--- config.mk ---
export PLATFORM = sky130hd
export DESIGN_NAME = voice_command_decoder_flat
export DESIGN_NICKNAME = d
export VERILOG_FILES = /design/src/rtl/voice_command_decoder_pkg.sv /design/src/rtl/voice_command_decoder_if.sv /design/src/rtl/voice_command_decoder_cmd_timeout_timer.sv /design/src/rtl/voice_command_decoder.sv /design/src/flat_wrapper.sv
export SDC_FILE = /design/constraint.sdc
export NUM_CORES = 1
export LEC_CHECK = 0
export CAP_MARGIN = 40
export CORE_AREA = 3 3 100 64
export DETAILED_ROUTE_END_ITERATION = 12
export DIE_AREA = 0 0 103 67
export GPL_ROUTABILITY_DRIVEN = 0
export PLACE_DENSITY = 0.65
export SYNTH_ARGS = -nofsm -noshare
export SYNTH_HDL_FRONTEND = slang
export SYNTH_HIERARCHICAL = 1
export SYNTH_SLANG_ARGS = --single-unit
--- constraint.sdc ---
create_clock -name clk -period 4.8 [get_ports clk]
set_input_delay 1.44 -clock clk [delete_from_list [all_inputs] [get_ports clk]]
set_output_delay 1.44 -clock clk [all_outputs]
set_load 0.01 [all_outputs]
--- src/rtl/voice_command_decoder_pkg.sv ---
// -----------------------------------------------------------------------------
// smart_home_pkg
// Shared definitions for the smart-home front end and controller:
//   - command/mode codes 0..11 (LIGHT_ON .. WATER_ALARM_OFF)
//   - default frame sync byte
//   - error-class codes reported on err_code
//   - decoder FSM state encoding
// -----------------------------------------------------------------------------
package smart_home_pkg;

    localparam logic [3:0] MODE_LIGHT_ON         = 4'd0;
    localparam logic [3:0] MODE_LIGHT_OFF        = 4'd1;
    localparam logic [3:0] MODE_FAN_ON           = 4'd2;
    localparam logic [3:0] MODE_FAN_OFF          = 4'd3;
    localparam logic [3:0] MODE_HEAT_ON          = 4'd4;
    localparam logic [3:0] MODE_HEAT_OFF         = 4'd5;
    localparam logic [3:0] MODE_DOOR_LOCK        = 4'd6;
    localparam logic [3:0] MODE_DOOR_UNLOCK      = 4'd7;
    localparam logic [3:0] MODE_ALARM_ON         = 4'd8;
    localparam logic [3:0] MODE_ALARM_OFF        = 4'd9;
    localparam logic [3:0] MODE_WATER_ALARM_ON   = 4'd10;
    localparam logic [3:0] MODE_WATER_ALARM_OFF  = 4'd11;

    localparam int unsigned MAX_MODE_DEFAULT  = 11;
    localparam logic [7:0]  SYNC_BYTE_DEFAULT = 8'hA5;

    localparam logic [1:0] ERR_NONE    = 2'd0;
    localparam logic [1:0] ERR_CHK     = 2'd1;
    localparam logic [1:0] ERR_RANGE   = 2'd2;
    localparam logic [1:0] ERR_TIMEOUT = 2'd3;

    typedef enum logic [1:0] {
        ST_IDLE     = 2'd0,
        ST_WAIT_CMD = 2'd1,
        ST_WAIT_CHK = 2'd2
    } vcd_state_e;

endpackage

--- src/rtl/voice_command_decoder_if.sv ---
// -----------------------------------------------------------------------------
// voice_command_decoder_if
// Byte-stream input and command/error outputs of the voice command decoder.
//   rx_data/rx_valid : received byte and its one-cycle strobe
//   ok_google/mode   : one-cycle command strobe and held command code
//   frame_err        : one-cycle rejected-frame pulse
//   err_code         : class of last error (held)
//   err_count        : saturating rejected-frame count
//   busy             : frame in progress
// master = byte source / result consumer, slave = decoder.
// -----------------------------------------------------------------------------
interface voice_command_decoder_if;
    import smart_home_pkg::*;

    logic [7:0] rx_data;
    logic       rx_valid;
    logic       ok_google;
    logic [3:0] mode;
    logic       frame_err;
    logic [1:0] err_code;
    logic [7:0] err_count;
    logic       busy;

    modport master (
        output rx_data, rx_valid,
        input  ok_google, mode, frame_err, err_code, err_count, busy
    );

    modport slave (
        input  rx_data, rx_valid,
        output ok_google, mode, frame_err, err_code, err_count, busy
    );

endinterface

--- src/rtl/voice_command_decoder_cmd_timeout_timer.sv ---
// -----------------------------------------------------------------------------
// cmd_timeout_timer
// Inter-byte idle counter.
//   clk, rst  : clock, asynchronous active-high reset
//   i_clr     : clear count to zero (has priority over i_en)
//   i_en      : count one cycle
//   o_expire  : high in the cycle whose edge would make the count reach
//               TIMEOUT_CYCLES; suppressed when i_clr is high so a byte
//               arriving on that cycle wins
// -----------------------------------------------------------------------------
module cmd_timeout_timer #(
    parameter int unsigned TIMEOUT_CYCLES = 1000
) (
    input  logic clk,
    input  logic rst,
    input  logic i_clr,
    input  logic i_en,
    output logic o_expire
);
    import smart_home_pkg::*;

    localparam int unsigned W    = $clog2(TIMEOUT_CYCLES + 1);
    localparam logic [W-1:0] LAST = W'(TIMEOUT_CYCLES - 1);

    logic [W-1:0] r_count;

    always_ff @(posedge clk or posedge rst) begin
        if (rst) begin
            r_count <= '0;
        end else if (i_clr) begin
            r_count <= '0;
        end else if (i_en) begin
            r_count <= r_count + 1'b1;
        end
    end

    assign o_expire = i_en && !i_clr && (r_count == LAST);

endmodule

--- src/rtl/voice_command_decoder.sv ---
// -----------------------------------------------------------------------------
// voice_command_decoder
// Parses a byte stream into 3-byte frames {SYNC_BYTE, cmd, SYNC_BYTE^cmd}.
// Valid frames give a one-cycle ok_google with mode=cmd[3:0]; checksum,
// range and inter-byte timeout failures give a one-cycle frame_err, update
// err_code and bump the saturating err_count.
//   clk, rst : clock, asynchronous active-high reset
//   bus      : voice_command_decoder_if.slave (byte input, result outputs)
// -----------------------------------------------------------------------------
module voice_command_decoder
    import smart_home_pkg::*;
#(
    parameter int unsigned TIMEOUT_CYCLES = 1000,
    parameter logic [7:0]  SYNC_BYTE      = SYNC_BYTE_DEFAULT,
    parameter int unsigned MAX_MODE       = MAX_MODE_DEFAULT
) (
    input  logic                    clk,
    input  logic                    rst,
    voice_command_decoder_if.slave  bus
);

    localparam logic [7:0] MAX_CMD = 8'(MAX_MODE);

    vcd_state_e r_state, w_state_next;
    logic [7:0] r_cmd, w_cmd_next;
    logic       r_ok, w_ok_next;
    logic [3:0] r_mode, w_mode_next;
    logic       r_ferr, w_ferr_next;
    logic [1:0] r_err_code, w_err_code_next;
    logic [7:0] r_err_count, w_err_count_next;

    logic       w_reject;
    logic [1:0] w_reject_code;
    logic       w_expire;
    logic       w_tmr_clr;
    logic       w_tmr_en;

    // Timer runs only inside a frame; any strobed byte restarts it.
    assign w_tmr_en  = (r_state != ST_IDLE);
    assign w_tmr_clr = bus.rx_valid || (r_state == ST_IDLE);

    cmd_timeout_timer #(
        .TIMEOUT_CYCLES(TIMEOUT_CYCLES)
    ) u_timer (
        .clk      (clk),
        .rst      (rst),
        .i_clr    (w_tmr_clr),
        .i_en     (w_tmr_en),
        .o_expire (w_expire)
    );

    always_ff @(posedge clk or posedge rst) begin
        if (rst) begin
            r_state     <= ST_IDLE;
            r_cmd       <= '0;
            r_ok        <= 1'b0;
            r_mode      <= '0;
            r_ferr      <= 1'b0;
            r_err_code  <= ERR_NONE;
            r_err_count <= '0;
        end else begin
            r_state     <= w_state_next;
            r_cmd       <= w_cmd_next;
            r_ok        <= w_ok_next;
            r_mode      <= w_mode_next;
            r_ferr      <= w_ferr_next;
            r_err_code  <= w_err_code_next;
            r_err_count <= w_err_count_next;
        end
    end

    always_comb begin
        w_state_next     = r_state;
        w_cmd_next       = r_cmd;
        w_ok_next        = 1'b0;
        w_mode_next      = r_mode;
        w_ferr_next      = 1'b0;
        w_err_code_next  = r_err_code;
        w_err_count_next = r_err_count;
        w_reject         = 1'b0;
        w_reject_code    = ERR_NONE;

        case (r_state)
            ST_IDLE: begin
                if (bus.rx_valid && (bus.rx_data == SYNC_BYTE)) begin
                    w_state_next = ST_WAIT_CMD;
                end
            end
            ST_WAIT_CMD: begin
                if (bus.rx_valid) begin
                    w_cmd_next   = bus.rx_data;
                    w_state_next = ST_WAIT_CHK;
                end else if (w_expire) begin
                    w_reject      = 1'b1;
                    w_reject_code = ERR_TIMEOUT;
                    w_state_next  = ST_IDLE;
                end
            end
            ST_WAIT_CHK: begin
                if (bus.rx_valid) begin
                    w_state_next = ST_IDLE;
                    if (bus.rx_data != (SYNC_BYTE ^ r_cmd)) begin
                        w_reject      = 1'b1;
                        w_reject_code = ERR_CHK;
                    end else if (r_cmd > MAX_CMD) begin
                        w_reject      = 1'b1;
                        w_reject_code = ERR_RANGE;
                    end else begin
                        w_ok_next   = 1'b1;
                        w_mode_next = r_cmd[3:0];
                    end
                end else if (w_expire) begin
                    w_reject      = 1'b1;
                    w_reject_code = ERR_TIMEOUT;
                    w_state_next  = ST_IDLE;
                end
            end
            default: begin
                w_state_next = ST_IDLE;
            end
        endcase

        if (w_reject) begin
            w_ferr_next     = 1'b1;
            w_err_code_next = w_reject_code;
            if (r_err_count != '1) begin
                w_err_count_next = r_err_count + 8'd1;
            end
        end
    end

    assign bus.ok_google = r_ok;
    assign bus.mode      = r_mode;
    assign bus.frame_err = r_ferr;
    assign bus.err_code  = r_err_code;
    assign bus.err_count = r_err_count;
    assign bus.busy      = (r_state != ST_IDLE);

endmodule
--- src/flat_wrapper.sv ---
// flat-port wrapper written by rule: the top's interface ports become plain ports
module voice_command_decoder_flat import smart_home_pkg::*;
#(
    parameter int unsigned TIMEOUT_CYCLES = 1000,
    parameter logic [7:0]  SYNC_BYTE      = SYNC_BYTE_DEFAULT,
    parameter int unsigned MAX_MODE       = MAX_MODE_DEFAULT
)
  (clk, rst, bus_rx_data, bus_rx_valid, bus_ok_google, bus_mode, bus_frame_err, bus_err_code, bus_err_count, bus_busy);
  voice_command_decoder_if bus_i ();
  input  logic clk;
  input  logic rst;
  input wire logic [$bits(bus_i.rx_data)-1:0] bus_rx_data;
  input wire logic [$bits(bus_i.rx_valid)-1:0] bus_rx_valid;
  output wire logic [$bits(bus_i.ok_google)-1:0] bus_ok_google;
  output wire logic [$bits(bus_i.mode)-1:0] bus_mode;
  output wire logic [$bits(bus_i.frame_err)-1:0] bus_frame_err;
  output wire logic [$bits(bus_i.err_code)-1:0] bus_err_code;
  output wire logic [$bits(bus_i.err_count)-1:0] bus_err_count;
  output wire logic [$bits(bus_i.busy)-1:0] bus_busy;
  assign bus_i.rx_data = bus_rx_data;
  assign bus_i.rx_valid = bus_rx_valid;
  assign bus_ok_google = bus_i.ok_google;
  assign bus_mode = bus_i.mode;
  assign bus_frame_err = bus_i.frame_err;
  assign bus_err_code = bus_i.err_code;
  assign bus_err_count = bus_i.err_count;
  assign bus_busy = bus_i.busy;
  voice_command_decoder #(.TIMEOUT_CYCLES(TIMEOUT_CYCLES), .SYNC_BYTE(SYNC_BYTE), .MAX_MODE(MAX_MODE)) u_core (.clk(clk), .rst(rst), .bus(bus_i));
endmodule
==> results of run 1 <==
## cell families after synthesis
family	count (synthesis)	synth area share
AOI/OAI and AO/OA	31	0.106
adders and majority gates	6	0.0394
and+or+nand+nor	57	0.177
buffers and inverters	12	0.0269
DFF	36	0.473
xor gates and xnor gates	18	0.0827
muxes	15	0.0952
## final cells by class
| type | instances | area [um2] |
|---|---|---|
| Fill cell | 542 | 3150 |
| Multi-Input combinational cell | 127 | 953 |
| Sequential cell | 36 | 901 |
| Timing Repair Buffer | 29 | 305 |
| Clock buffer | 8 | 90.1 |
| Tap cell | 69 | 86.3 |
| Inverter | 8 | 30.0 |
## registers in the layout, summed over array words and instances (netlist names)
| name | cells |
|---|---|
| u_core/bus.err_code | 2 |
| u_core/r_state | 2 |
| u_core/bus.frame_err | 1 |
| u_core/u_timer/r_count | 10 |
| u_core/r_cmd | 8 |
| u_core/bus.mode | 4 |
| u_core/bus.ok_google | 1 |
| u_core/bus.err_count | 8 |
## critical path, cell delays in order
cell             delay, ns
clkdlybuf4s50_1       0.43
inv_1                 0.13
nand2_1               0.24
or4b_1                0.54
nor3_1                0.38
nor2_1                0.08
nor3_1                0.25
and3_1                0.37
o21ai_2               0.12
mux2_1                0.31
## routing by layer
metal,vias up,wire length [um],track usage
li1,704,-,-
met1,688,2100,0.194
met2,23,1500,0.164
met3,5,181,0.0418
met4,0,52,0.0485
met5,-,0,0
## where the power goes
group          leakage, nW  switching, mW  total (mW)  internal, mW
registers            0.481         0.0622       0.425         0.363
clock network       0.0455          0.103       0.221         0.117
logic                0.479          0.168       0.337         0.169
## placed cells by master, fill, tap and decap left out, types with 4 or more instances in the layout
cell             count
xor2_1               8
clkbuf_8             6
dfrtp_1             36
inv_1                8
mux2_2               8
o31ai_1              4
xnor2_1             10
or4_1                4
nand3_1              5
nor2_1              10
nand4_1              7
a21oi_1             12
nand2_1             11
nor2b_1              4
clkdlybuf4s50_1     27
ha_1                 6
mux2_4               4
## Yosys cell counts, drive strengths merged
| master | n |
|---|---|
| dfrtp | 36 |
| mux2 | 13 |
| a21oi | 12 |
| nand2 | 11 |
| nor2 | 10 |
| xnor2 | 10 |
| inv | 8 |
| nand4 | 8 |
| xor2 | 8 |
| ha | 6 |
| nand3 | 6 |
| o21ai | 5 |
| nor2b | 4 |
| o31ai | 4 |
| or4 | 4 |
| buf | 3 |
| nor4 | 3 |
| and3 | 2 |
| mux2i | 2 |
| nor3 | 2 |
| o2111ai | 2 |
| o211ai | 2 |
| a211o | 1 |
| a22o | 1 |
| a31oi | 1 |
| and2 | 1 |
| and4 | 1 |
| clkbuf | 1 |
| nor3b | 1 |
| nor4bb | 1 |
| o2111a | 1 |
| o22ai | 1 |
| o32ai | 1 |
| or2 | 1 |
| or3 | 1 |
| or4b | 1 |
## how the worst min path moves through the flow
stage | from | endpoint | slack (ns) | depth (start not counted)
after detailed placement | u_core/bus.mode[1] | u_core/bus.mode[1] | 0.50 | 1
after global routing | u_core/bus.mode[3] | u_core/bus.mode[3] | 0.54 | 1
after global placement | u_core/bus.mode[1] | u_core/bus.mode[1] | 0.50 | 1
final | u_core/bus.err_code[1] | u_core/bus.err_code[1] | 0.51 | 2
after CTS | u_core/bus.mode[1] | u_core/bus.mode[1] | 0.52 | 1
after floorplan | u_core/r_cmd[0] | u_core/bus.mode[0] | 0.52 | 1
## stage by stage
step	power [mW]	utilization	cell area, um2	setup WS, ns	hold slack (ns)
detailed placement	0.768	0.412	2280	0.382	0.503
global placement	0.759	0.407	2250	0.492	0.496
finish	0.982	0.429	2370	0.681	0.509
global route	1.05	0.429	2370	0.404	0.541
floorplan	0.636	-	1910	1.21	0.519
CTS	0.994	0.429	2370	0.693	0.524
==> impl_results.md, run 1 <==
- Post CTS Setup Buffer Count: 0
- TritonCTS buffer count: 5
- Final clock skew: 0.00840 ns
- Antenna Cells: 0
- R2R Path End: u_core/bus.err_count[1]
- CP Max Fanout: 11
- Slew @ Worst Pin: 0.468 ns
- Tmin final: 4.12 ns
- Chip Width: 103 um
- DRC: 0
- Setup Viol. Count Final: 0
- Worst-Skew Late Latency: 0.28 ns
- Final hold vios: 0
- Layout cells sized above 1: 0.125
- Placed insts: 269
- I/O pins: 28
- Gr ovfl total: 0
- H-Tree Depth: 2
- Critical path capture point type: flop
- Max Fclk: 243 MHz
- Seq cells post-synth: 36
- Synthesized instance count: 175
- Top cell type's share of synthesized area: 0.473
- Worst setup path startpoint: bus_rx_valid
- Dpl hpwl: 2950 um
- Syn_area_per_cell: 10.9 um2
- RSZ-0062 raised after global routing: no
- Initial DRC count: 75
- Vias in the first global route: 1,372
- Total number of vias: 1,420
- Antenna Nets Post-Route: 0
- Setup TNS: 0 ns
- Synth Warn #: 6
- PostCTS Resize Cnt: 0
- Root Buffer: clkbuf_8
- Worst path required time: 4.97 ns
- Synth top area cells: dfrtp_1, mux2_2, xnor2_1
- Status: finished, final reports clean
- Startpoint types: input port
- Launching point of the worst reg2reg path: u_core/r_state[0]
- DRT Pass-1 Iters: 4
- Die area: 0.00690 mm2
- R2r setup slk: 1.38 ns
- Global-route wire length before repair: 6730 um
- Distinct cells, synth: 44
- Synthesized area: 0.00191 mm2
- Peak VDD IR: 0.224 mV
- Hold WC Path Type: reg2reg
- Max Cap Viol: 0
- CTS max path bufs: 2
- Mapped Nets: 192
- Power Dens Cells: 415 mW/mm2
- Largest net degree at the start of global routing: 22
- Antenna violations before repair: 0
- Leakage power: 1.00 nW
- CTS clk-pin slew, worst paths: 0.07 ns
- Critical path data arrival time: 4.29 ns
- Critical setup path kind: in2reg
- R2R cell count: 11
- Period utilisation layout: 0.858
- Clock Sinks: 36
- Post-synth top area cell: dfrtp_1
- Final net count: 224
- CTS tree: done
- Layout Cells excl Fill: 277
- Hold-fix buffers, CTS: 0
- Post-synthesis sequential area ratio: 0.473
- Port Buf Inserts: 27
- Crit path to: u_core/bus.err_count[1]
- FP Rows: 21
- Wirelength, routed: 3830 um
- Vias per std cell: 5.13
- Die Y: 67 um
- Area growth from synthesis to layout: 24.2%
- Core area: 0.00552 mm2
- Slew headroom: 0.685
- Total global-route track usage: 0.128
- Avg WL per Cell: 13.8 um
- Slew Viols, Final: 0
- Starting density of the core: 0.345
No activity file was read; power rests on OpenSTA's default activity.
==> run 2, diff against run 1 <==
Settings changed: CORE_AREA 3 3 100 64 to 4 4 101 65, DIE_AREA 0 0 103 67 to 0 0 105 69.
==> run 2 against run 1 <==
Net effect: via count rose by 0.42%; flip-flop and latch count did not move; routed wire length fell by 0.65%; clock power fell by 16%; register-to-register slack got worse by 0.07 ns; fmax fell by 0.97%; critical path depth did not move; power fell by 3.4%; global-route usage fell by 1.9 points.
==> impl_results.md, run 2 (synthesized netlist as in run 1, its figures left out) <==
- Status: finished, final reports clean (unchanged)
- Final hold vios: 0 (unchanged)
- FP Rows: 21 (unchanged)
- Tmin final: 4.16 ns (was 4.12 ns)
- Leakage power: 0.995 nW (was 1.00 nW)
- Chip Width: 105 um (was 103 um)
- DP Area: 0.00228 mm2 (unchanged)
- Launching point of the worst reg2reg path: u_core/r_state[1] (was u_core/r_state[0])
- Slew Viols, Final: 0 (unchanged)
- CTS tree: done (unchanged)
- Global-route wire length before repair: 6420 um (was 6730 um)
- Power Dens Cells: 405 mW/mm2 (was 415 mW/mm2)
- Hold WS: 0.512 ns (was 0.509 ns)
- Post CTS Setup Buffer Count: 0 (unchanged)
- Critical path capture point type: flop (unchanged)
- Antenna violations before repair: 0 (unchanged)
- Die Y: 69 um (was 67 um)
- Crit path top cell by count: nor3_1 (unchanged)
- Min-Delay Endpoint: u_core/bus.mode[1] (was u_core/bus.err_code[1])
- DRT Pass-1 Iters: 4 (unchanged)
- Slowest cell on crit path: or4b_1 (unchanged)
- CTS clk-pin slew, worst paths: 0.06 ns (was 0.07 ns)
- Layout cells sized above 1: 0.122 (was 0.125)
- Max stage delay on crit path: 0.55 ns (was 0.54 ns)
- Reg with most FFs: u_core/u_timer/r_count (unchanged)
- PostCTS Resize Cnt: 0 (unchanged)
- Die area: 0.00725 mm2 (was 0.00690 mm2)
- Critical setup path kind: in2reg (unchanged)
- Vias per std cell: 5.20 (was 5.13)
- Antenna Cells: 0 (unchanged)
- Root Buffer: clkbuf_8 (unchanged)
- Design Area, Final: 0.00234 mm2 (was 0.00237 mm2)
- Cell Int Power: 0.625 mW (was 0.649 mW)
- Max FFs per register: 10 (unchanged)
- R2R Path End: u_core/bus.err_count[1] (unchanged)
- Hold WC Path Type: reg2reg (unchanged)
- CTS max path bufs: 2 (unchanged)
- Port Buf Inserts: 27 (unchanged)
- Initial DRC count: 90 (was 75)
- TritonCTS buffer count: 5 (unchanged)
- Startpoint types: input port (unchanged)
- Clock Sinks: 36 (unchanged)
- Total global-route track usage: 0.110 (was 0.128)
- Most frequent cells in the layout: dfrtp_1, clkdlybuf4s50_1, a21oi_1 (unchanged)
- Critical path data arrival time: 4.32 ns (was 4.29 ns)
- Clock Power Share: 0.195 (was 0.225)
- Combinational share of power: 0.356 (was 0.343)
- R2r setup slk: 1.31 ns (was 1.38 ns)
- Largest net degree at the start of global routing: 21 (was 22)
- Hold-critical path depth: 1 (was 2)
- Critical Path, Cell by Cell: clkdlybuf4s50_1 > inv_1 > nand2_1 > or4b_1 > nor3_1 > nor2_1 > nor3_1 > and3_1 > o21ai_2 > mux2_1 (unchanged)
- Area growth from synthesis to layout: 23.0% (was 24.2%)
- R2R cell count: 11 (unchanged)
- Wirelength, routed: 3810 um (was 3830 um)
- Final net count: 224 (unchanged)
- Core area: 0.00552 mm2 (unchanged)
- Max Fclk: 240 MHz (was 243 MHz)
- CP Buf/Inv Count: 2 (unchanged)
- I/O pins: 28 (unchanged)
- RSZ-0062 raised after global routing: no (unchanged)
- Starting density of the core: 0.345 (unchanged)
- Avg WL per Cell: 13.9 um (was 13.8 um)
- Slew @ Worst Pin: 0.517 ns (was 0.468 ns)
- Gr ovfl total: 0 (unchanged)
- Worst path required time: 4.96 ns (was 4.97 ns)
- CP Max Fanout: 11 (unchanged)
- Sw frac: 0.341 (was 0.339)
- Commonest non-fill, non-tap cell in the layout: dfrtp_1 (unchanged)
- Worst-Skew Late Latency: 0.28 ns (about the same)
- Final clock skew: 0.00560 ns (was 0.00840 ns)
- P_sw: 0.324 mW (was 0.333 mW)
- DRC: 0 (unchanged)
- Dpl hpwl: 2910 um (was 2950 um)
- Max Cap Viol: 0 (unchanged)
- Slew headroom: 0.652 (was 0.685)
- Total number of vias: 1,426 (was 1,420)
- Period utilisation layout: 0.866 (was 0.858)
- Sequential power share: 0.449 (was 0.433)
- Antenna Nets Post-Route: 0 (unchanged)
- Setup Viol. Count Final: 0 (unchanged)
- CP top delay family: simple AND/OR/NAND/NOR gates (unchanged)
- Setup TNS: 0 ns (unchanged)
- Hold-fix buffers, CTS: 0 (unchanged)
- H-Tree Depth: 2 (unchanged)
- Vias in the first global route: 1,313 (was 1,372)
- Hold Startpoint: u_core/bus.mode[1] (was u_core/bus.err_code[1])
- Peak VDD IR: 0.183 mV (was 0.224 mV)
-- run 2: power groups by stage --
stage / Combinational, mW / Sequential (mW) / Clock [mW]
3_3_place_gp: 0.329 / 0.431 / 0
2_1_floorplan: 0.204 / 0.432 / 0
5_1_grt: 0.371 / 0.435 / 0.205
4_1_cts: 0.339 / 0.426 / 0.197
6_report: 0.337 / 0.426 / 0.185
3_5_place_dp: 0.337 / 0.431 / 0
-- run 2: per-layer routing --
layer / up-vias / share of wire / track usage
met3: 2 / 0.042 / 0.0317
li1: 701 / - / -
met5: - / 0 / 0
met4: 0 / 0.0037 / 0.0349
met1: 694 / 0.57 / 0.179
met2: 29 / 0.38 / 0.131
-- run 2: worst max path at each step --
stage                            start                 endpoint  cells past startpoint
after global placement    bus_rx_valid  u_core/bus.err_count[1]                     10
after detailed placement  bus_rx_valid  u_core/bus.err_count[1]                     10
after CTS                 bus_rx_valid  u_core/bus.err_count[1]                     10
after global routing      bus_rx_valid  u_core/bus.err_count[1]                     10
final                     bus_rx_valid  u_core/bus.err_count[1]                     10
after floorplan           bus_rx_valid  u_core/bus.err_count[1]                     11
-- run 2: cell type report --
cell class                      count  area [um2]
Fill cell                         534        3170
Multi-Input combinational cell    127         953
Sequential cell                    36         901
Timing Repair Buffer               29         305
Tap cell                           69        86.3
Clock buffer                        5        68.8
Inverter                            8        30.0
-- run 2: worst register-to-register path: cells and delay by family, from the launching register on --
kind | cells | cell delay [ns]
AND/OR/NAND/NOR | 6 | 1.97
AO/OA/AOI/OAI | 1 | 0.12
multiplexers | 1 | 0.31
flip-flops | 1 | 0.40
buffers and inverters | 2 | 0.36
adder cells (fa/ha/maj) | 1 | 0.22
-- run 2: metrics by stage --
step / util / power [mW] / setup slack (ns) / instances
final: 0.425 / 0.949 / 0.641 / 274
after global routing: 0.425 / 1.01 / 0.403 / 274
after CTS: 0.425 / 0.962 / 0.679 / 274
after detailed placement: 0.412 / 0.769 / 0.370 / 269
after global placement: 0.407 / 0.760 / 0.495 / 268
after floorplan: - / 0.636 / 1.21 / 175
